**config.mk**
```make
export PLATFORM = sky130hd
export DESIGN_NAME = shift_reg_sequencer_flat
export DESIGN_NICKNAME = d
export VERILOG_FILES = /design/src/rtl/shift_reg_sequencer_pkg.sv /design/src/rtl/shift_reg_sequencer_if.sv /design/src/rtl/shift_reg_sequencer_bit_counter.sv /design/src/rtl/shift_reg_sequencer.sv /design/src/flat_wrapper.sv
export SDC_FILE = /design/constraint.sdc
export NUM_CORES = 1
export LEC_CHECK = 0
export ABC_AREA = 1
export CORE_MARGIN = 1
export CORE_UTILIZATION = 46
export DETAILED_ROUTE_END_ITERATION = 6
export PLACE_DENSITY = 0.81
export SETUP_SLACK_MARGIN = 0.4
export SLEW_MARGIN = 25
export SYNTH_ARGS = -nofsm -noshare
export SYNTH_HDL_FRONTEND = slang
export SYNTH_SLANG_ARGS = --single-unit
export TNS_END_PERCENT = 20
```
**constraint.sdc**
```tcl
create_clock -name clk1 -period 1.6 [get_ports clk1]
set_input_delay 0.32 -clock clk1 [delete_from_list [all_inputs] [get_ports clk1]]
set_output_delay 0.32 -clock clk1 [all_outputs]
set_load 0.01 [all_outputs]
```
**src/rtl/shift_reg_sequencer_pkg.sv**
```systemverilog
// Shared state type, direction encodings and default width for the
// shift-register sequencer and its bench.
package shift_seq_pkg;

  localparam int DEFAULT_WIDTH = 4;

  localparam logic DIR_LEFT  = 1'b0;
  localparam logic DIR_RIGHT = 1'b1;

  typedef enum logic [1:0] {
    IDLE   = 2'd0,
    SHIFT  = 2'd1,
    SETTLE = 2'd2,
    RESP   = 2'd3
  } seq_state_t;

endpackage

```
**src/rtl/shift_reg_sequencer_if.sv**
```systemverilog
// Command and response handshake bundle between a requester (master)
// and the shift-register sequencer (slave).
interface shift_seq_if
  import shift_seq_pkg::*;
#(
  parameter int WIDTH = DEFAULT_WIDTH,
  parameter int CNT_W = $clog2(WIDTH) + 1
);

  logic             cmd_valid;
  logic             cmd_ready;
  logic             cmd_dir;
  logic [CNT_W-1:0] cmd_count;
  logic [WIDTH-1:0] cmd_data;
  logic             rsp_valid;
  logic             rsp_ready;
  logic [WIDTH-1:0] rsp_data;

  modport master (
    output cmd_valid, cmd_dir, cmd_count, cmd_data, rsp_ready,
    input  cmd_ready, rsp_valid, rsp_data
  );

  modport slave (
    input  cmd_valid, cmd_dir, cmd_count, cmd_data, rsp_ready,
    output cmd_ready, rsp_valid, rsp_data
  );

endinterface

```
**src/rtl/shift_reg_sequencer_bit_counter.sv**
```systemverilog
// Loadable down-counter; tc flags the final enabled cycle (count == 1)
// so the sequencer can leave SHIFT on that same edge.
module shift_bit_counter
  import shift_seq_pkg::*;
#(
  parameter int CNT_W = 3
) (
  input  logic             clk1,
  input  logic             rst_n,
  input  logic             load,
  input  logic [CNT_W-1:0] load_val,
  input  logic             dec,
  output logic             tc
);

  logic [CNT_W-1:0] count;

  always_ff @(posedge clk1 or negedge rst_n) begin
    if (!rst_n) begin
      count <= '0;
    end else if (load) begin
      count <= load_val;
    end else if (dec && (count != '0)) begin
      count <= count - CNT_W'(1);
    end
  end

  assign tc = (count == CNT_W'(1));

endmodule

```
**src/rtl/shift_reg_sequencer.sv**
```systemverilog
// Command-driven sequencer for a bidirectional serial shift register:
// shifts the latched payload in LSB first, then returns a parallel snapshot.
module shift_reg_sequencer
  import shift_seq_pkg::*;
#(
  parameter int WIDTH = DEFAULT_WIDTH,
  parameter int CNT_W = $clog2(WIDTH) + 1
) (
  input  logic             clk1,
  input  logic             rst_n,
  shift_seq_if.slave       host,
  output logic             sr_dir,
  output logic             sr_sin,
  output logic             sr_en,
  input  logic [WIDTH-1:0] sr_q,
  output logic             busy
);

  localparam int IDX_W = (WIDTH > 1) ? $clog2(WIDTH) : 1;

  seq_state_t       state;
  seq_state_t       state_next;
  logic             cmd_fire;
  logic             last_shift;
  logic             dir_q;
  logic [CNT_W-1:0] eff_count;
  logic [WIDTH-1:0] data_q;
  logic [WIDTH-1:0] rsp_q;
  logic [IDX_W-1:0] idx;

  assign cmd_fire  = host.cmd_valid && (state == IDLE);
  // Requests longer than the register are clamped; extra payload bits do not exist.
  assign eff_count = (host.cmd_count > CNT_W'(WIDTH)) ? CNT_W'(WIDTH) : host.cmd_count;

  shift_bit_counter #(.CNT_W(CNT_W)) u_counter (
    .clk1     (clk1),
    .rst_n    (rst_n),
    .load     (cmd_fire),
    .load_val (eff_count),
    .dec      (state == SHIFT),
    .tc       (last_shift)
  );

  always_ff @(posedge clk1 or negedge rst_n) begin
    if (!rst_n) begin
      state <= IDLE;
    end else begin
      state <= state_next;
    end
  end

  always_comb begin
    state_next = state;
    case (state)
      IDLE:    if (cmd_fire) state_next = (eff_count != '0) ? SHIFT : SETTLE;
      SHIFT:   if (last_shift) state_next = SETTLE;
      SETTLE:  state_next = RESP;
      RESP:    if (host.rsp_ready) state_next = IDLE;
      default: state_next = IDLE;
    endcase
  end

  // Outputs decode only registered state, so no input reaches sr_* combinationally.
  always_comb begin
    host.cmd_ready = (state == IDLE);
    host.rsp_valid = (state == RESP);
    busy           = (state != IDLE);
    sr_en          = (state == SHIFT);
    sr_dir         = (state == SHIFT) ? dir_q : DIR_LEFT;
    sr_sin         = (state == SHIFT) ? data_q[idx] : 1'b0;
  end

  always_ff @(posedge clk1 or negedge rst_n) begin
    if (!rst_n) begin
      dir_q  <= DIR_LEFT;
      data_q <= '0;
      idx    <= '0;
      rsp_q  <= '0;
    end else begin
      if (cmd_fire) begin
        dir_q  <= host.cmd_dir;
        data_q <= host.cmd_data;
        idx    <= '0;
      end else if (state == SHIFT) begin
        idx <= idx + IDX_W'(1);
      end
      if (state == SETTLE) begin
        rsp_q <= sr_q;
      end
    end
  end

  assign host.rsp_data = rsp_q;

endmodule
```
**src/flat_wrapper.sv**
```systemverilog
// flat-port wrapper written by rule: the top's interface ports become plain ports
module shift_reg_sequencer_flat import shift_seq_pkg::*;
#(
  parameter int WIDTH = DEFAULT_WIDTH,
  parameter int CNT_W = $clog2(WIDTH) + 1
)
  (clk1, rst_n, sr_dir, sr_sin, sr_en, sr_q, busy, host_cmd_valid, host_cmd_dir, host_cmd_count, host_cmd_data, host_rsp_ready, host_cmd_ready, host_rsp_valid, host_rsp_data);
  shift_seq_if #(.WIDTH(WIDTH), .CNT_W(CNT_W)) host_i ();
  input  logic clk1;
  input  logic rst_n;
  output logic sr_dir;
  output logic sr_sin;
  output logic sr_en;
  input  logic [WIDTH-1:0] sr_q;
  output logic busy;
  input wire logic [$bits(host_i.cmd_valid)-1:0] host_cmd_valid;
  input wire logic [$bits(host_i.cmd_dir)-1:0] host_cmd_dir;
  input wire logic [$bits(host_i.cmd_count)-1:0] host_cmd_count;
  input wire logic [$bits(host_i.cmd_data)-1:0] host_cmd_data;
  input wire logic [$bits(host_i.rsp_ready)-1:0] host_rsp_ready;
  output wire logic [$bits(host_i.cmd_ready)-1:0] host_cmd_ready;
  output wire logic [$bits(host_i.rsp_valid)-1:0] host_rsp_valid;
  output wire logic [$bits(host_i.rsp_data)-1:0] host_rsp_data;
  assign host_i.cmd_valid = host_cmd_valid;
  assign host_i.cmd_dir = host_cmd_dir;
  assign host_i.cmd_count = host_cmd_count;
  assign host_i.cmd_data = host_cmd_data;
  assign host_i.rsp_ready = host_rsp_ready;
  assign host_cmd_ready = host_i.cmd_ready;
  assign host_rsp_valid = host_i.rsp_valid;
  assign host_rsp_data = host_i.rsp_data;
  shift_reg_sequencer #(.WIDTH(WIDTH), .CNT_W(CNT_W)) u_core (.clk1(clk1), .rst_n(rst_n), .host(host_i), .sr_dir(sr_dir), .sr_sin(sr_sin), .sr_en(sr_en), .sr_q(sr_q), .busy(busy));
endmodule
```
== Yosys cells after proc, flatten, opt, wreduce, memory -nomap -nowiden ==
Cells that the tools add are included.
Storage, ports and cells
  register bits after elaboration: 16
  latch bits: 0
  RAM bits: 0
  ROM bits: 0
  input bits: 16
  output and inout port bits: 10
  word-level logic and storage cells: 40
  memories: 0
Cells by class
  add/subtract/negate cells: 2
  multipliers: 0
  divide/modulo/power cells: 0
  order comparisons: 2
  eq/ne operators: 7
  shifts and indexed selects: 0
  multiplexer cells: 14
  bitwise logic cells: 0
  reductions and logical operators: 9
Operators with widths (count)
  two-way mux 2 bit: 6
  two-way mux 3 bit: 3
  one-hot mux 2 bit (4 select lines): 1
  nonzero test 2 bit: 3
  nonzero test 3 bit: 2
  == test 2 bit, second input constant: 2
  != test 2 x 1 -> 1 bit, second input constant: 2
  == test 3 x 1 -> 1 bit, second input constant: 1
  > comparator 3 bit, second input constant: 1
  less-than comparator 2 x 3 -> 1 bit, second input constant: 1
  two-way mux 1 bit: 3
  AND reduction 3 bit: 1
  subtractor 3 x 1 -> 3 bit, second input constant: 1
  adder 2 x 1 -> 2 bit, second input constant: 1
  binary-select mux 1 bit (select 2 bit): 1
  == test 2 x 1 -> 1 bit, second input constant: 1
  logical AND 1 bit: 2
  logical NOT 2 bit: 1
  != test 2 bit, second input constant: 1

== Longest topological paths before layout ==
Gate-level depths: netlist of run 1.
  depth after elaboration: 6
  mapped depth: 8
  depth with buffers taken out: 8

== Hierarchy ==
Synthesis of run 1 repeated with hierarchy kept, for this count alone.
Unflattened totals
  cells, all modules: 120
  area, all modules: 930.9 sq um
By module, submodules not included
  shift_reg_sequencer: times used 1, cells each 88, area each 700.7 sq um, seq. area each 325.3 sq um
  shift_bit_counter: times used 1, cells each 32, area each 230.2 sq um, seq. area each 75.1 sq um

== Worst setup path after synthesis of run 1 ==
OpenSTA, ideal clock, no wires.
  kind: register -> output
  start: reg u_core.state[1]
  end: out sr_sin
  data arrival time: 1.059 ns
  required time: 1.280 ns
  path slack: 0.221 ns
  cell stages (with the launch flop): 5
  buffers on the path: 0
  path through: dfrtp_1 inv_1 ha_1 inv_1 a21oi_1
Between the ends
  longest elaborated chain between the ends: 2
RTL lines
  start, declared: line shift_reg_sequencer.sv:21  | seq_state_t state;
  start signal, assigned: line shift_reg_sequencer.sv:48  | state <= state_next;
  == test 2 x 1 -> 1 bit
  net sr_en: line flat_wrapper.sv:13  | output logic sr_en;
  two-way mux 1 bit: line shift_reg_sequencer.sv:70  | sr_sin = (state == SHIFT) ? data_q[idx] : 1'b0;
  end, declared: line flat_wrapper.sv:12  | output logic sr_sin;
The timed path passes the listed nets, and every way through them passes these cells.

== Worst setup path in the final report of run 1 ==
  start: reg u_core.state[0]
  end: out sr_en
Between the ends
  longest elaborated chain between the ends: 1
RTL lines
  == test 2 x 1 -> 1 bit: line shift_reg_sequencer.sv:68  | sr_en = (state == SHIFT);
  end, declared: line flat_wrapper.sv:13
Every way passes these cells.

==> run summary, run 1 <==
Run status - finished, final reports clean
Origin of the critical flop-to-flop path - u_core.state[1]
R2R Path End - u_core.u_counter.count[2]
WP data arrival - 1200 ps
Global-route wire length before repair - 3263 um
Yosys warns - 0
Rel. slew slack - 86.12%
Critical Path RT - 1280 ps
IO Count - 26
Flop-to-flop setup slack - 200 ps
Setup Buffers After CTS - 0
Bufs on Longest Clock Path - 2
Pint - 1372 uW
Crit. Startpoint - u_core.state[0]
Post-synth net total - 143
Layout Nets - 179
Clock sink count - 16
Hpwl dp - 1596 um
Vias in the first global route - 857
Synth unique cells - 13
Pwr Density - 1852 nW/um^2
Power share of the clock group - 11.6%
# port buffers - 25
Inst Count DP - 175
Seq cells post-synth - 16
Pin count of the biggest net entering global routing - 17
Core Rows - 15
CTS Buf Count - 3
Combinational power share - 57.9%
Depth of the most critical reg-to-reg path - 9
Sw Share - 42.71%
Min setup slack post-route - 83.53 ps
Pre-CTS setup slack - -26.33 ps
Vias per cell - 4.771
Netlist Area Pre-Place - 922.1 um^2
Area Growth Syn to Fin - 40.30%
Layout cell share with drive strength beyond 1 - 22.73%
Worst-path clk slew - 100 ps
Share of power burned in registers - 30.4%
Setup crit end kind - output pin
DIE AREA - 2188 um^2
Switching power - 1023 uW
Final Hold Vio Count - 0
Final setup fails - 0
DRC - 0
Antenna Nets Post-Route - 0
Final wirelength - 2037 um
Die H - 46.78 um
Initial Util - 51.18%
RSZ-0062 raised after global routing - true
Later-pin clock latency in the skew report - 300 ps
Core box area - 1802 um^2
GPL Wtd Cong - 0.8000
Root Driver - clkbuf_4
Worst hold path class - input port to async pin
Max Fclk - 0.6594 GHz
Clk_skew - 10.67 ps
Synthesized area per cell - 7.749 um^2
Post-Layout Cell Count - 179
Antenna violations before repair - 0
Crit path kind - flop to output pin
Register area share after synthesis - 43.42%
Max Transition Viols Final - 0
Startpoint types - flop
H-tree Lvls - 1
Fin area - 1294 um^2
Max cap viols - 0
Cells after Synth - 119
Maximum VDD drop - 975.5 uV
Tot GR Track Use - 21.35%
Overall Power - 2396 uW
CTS tree - yes
DR WL/cell - 11.38 um
Period utilization - 94.78%
Global route overflow - 0
Pleak - 0.0007034 uW
DRT Pass-1 Iters - 4
Iteration-0 DRC Markers - 6
Chip width - 46.78 um
Minimum clock period - 1516 ps
Placed Area - 1280 um^2
N_diodes - 0
CTS hold repair buffers - 0
Vias - 854
CP Max Fanout - 4
Final core utilization - 71.81%
Slew @ Worst Pin - 208.2 ps
## timing repair
| action | CTS | global route |
|---|---|---|
| gates resized for setup | 29 | 5 |
| setup endpoints to repair | 26 | 26 |
| pin swaps | 1 | 2 |
## per-layer routing
| metal | track usage [%] | vias to the layer above | part of all wire (%) |
|---|---|---|---|
| li1 | - | 429 | - |
| met1 | 23.84 | 396 | 41 |
| met2 | 37.78 | 23 | 53 |
| met3 | 4.615 | 6 | 4.0 |
| met4 | 11.43 | 0 | 2.4 |
| met5 | 0 | - | 0 |
## cell type report
cell class / instances / area (um^2)
repair buffers: 31 / 266.5
flip-flops and latches: 16 / 401.6
well taps: 25 / 31.28
inverters: 20 / 80.08
fillers: 153 / 508.0
multi-input cells: 83 / 478.0
clock buffers: 4 / 36.28
## worst max-delay path: stages (launching register included)
cell and delay [ps]:
dfrtp_2 460, ha_4 180, buf_4 140, buf_6 110
## power by group through the flow
| stage | Clock (uW) | Sequential (uW) | Combinational [uW] |
|---|---|---|---|
| final | 278 | 729 | 1390 |
| after global routing | 294 | 749 | 1570 |
| after CTS | 283 | 726 | 1420 |
| after detailed placement | 0 | 732 | 1460 |
| after global placement | 0 | 724 | 1400 |
| after floorplan | 0 | 743 | 886 |
## logic make-up after synthesis
kind of cell,share of synthesized area (%)
adders and majority gates,10.86
AOI/OAI and AO/OA,5.427
DFF,43.42
muxes,4.884
buffers and inverters,8.684
and+or+nand+nor,26.73
## cell usage after synthesis
master   count  share of area [%]
nand2_1     48                 20
a21oi_1      5                2.7
mux2_2       4                4.9
nand2_2      2                1.4
dfrtp_1     16                 43
nand2_4      1                1.2
o21ai_0      4                2.2
o21ai_1      1               0.54
nor2_1       6                2.4
nand3_1      4                2.2
inv_1       19                7.7
ha_1         8                 11
inv_6        1               0.95
## through the flow
stage	hold WS [ps]	setup TNS, ps
CTS	334.8	0
global placement	466.3	0
global route	367.7	0
detailed placement	465.9	-26.33
floorplan	24.41	0
finish	326.5	0
## worst max-delay path by stage
| stage | endpoint | depth (start not counted) |
|---|---|---|
| finish | sr_en | 3 |
| global route | busy | 5 |
| CTS | sr_sin | 5 |
| detailed placement | sr_sin | 4 |
| global placement | sr_sin | 4 |
| floorplan | sr_sin | 4 |
## cell usage in the layout, fill, tap and decap left out, types with 2 or more instances in the layout
cell type / netlist / routed
dlygate4sd2_1: 0 / 2
a21oi_1: 5 / 4
inv_1: 19 / 15
dfrtp_1: 16 / 15
ha_1: 8 / 5
ha_4: 0 / 2
nor2_1: 6 / 6
buf_4: 0 / 6
buf_2: 0 / 5
nand3_1: 4 / 3
mux2_2: 4 / 4
nand2_1: 48 / 48
o21ai_0: 4 / 4
inv_2: 0 / 4
clkbuf_4: 0 / 3
nand2_2: 2 / 2
clkdlybuf4s50_1: 0 / 15
## flip-flops by register name, summed over array words and instances, names as in the netlist
name and cells:
u_core.state 2, u_core.u_counter.count 3, u_core.host.rsp_data 4, u_core.dir_q 1, u_core.data_q 4, u_core.idx 2
(Power assumes the default switching activity.)
==> run 2: changes to the inputs <==
--- a/config.mk
+++ b/config.mk
@@ -9,6 +9,7 @@
 export CORE_MARGIN = 1
 export CORE_UTILIZATION = 46
 export DETAILED_ROUTE_END_ITERATION = 6
+export HOLD_SLACK_MARGIN = 0.15
 export PLACE_DENSITY = 0.81
 export SETUP_SLACK_MARGIN = 0.4
 export SLEW_MARGIN = 25
==> results of run 2 <==
No change in the layout: final DEF, timing and power equal those of run 1.
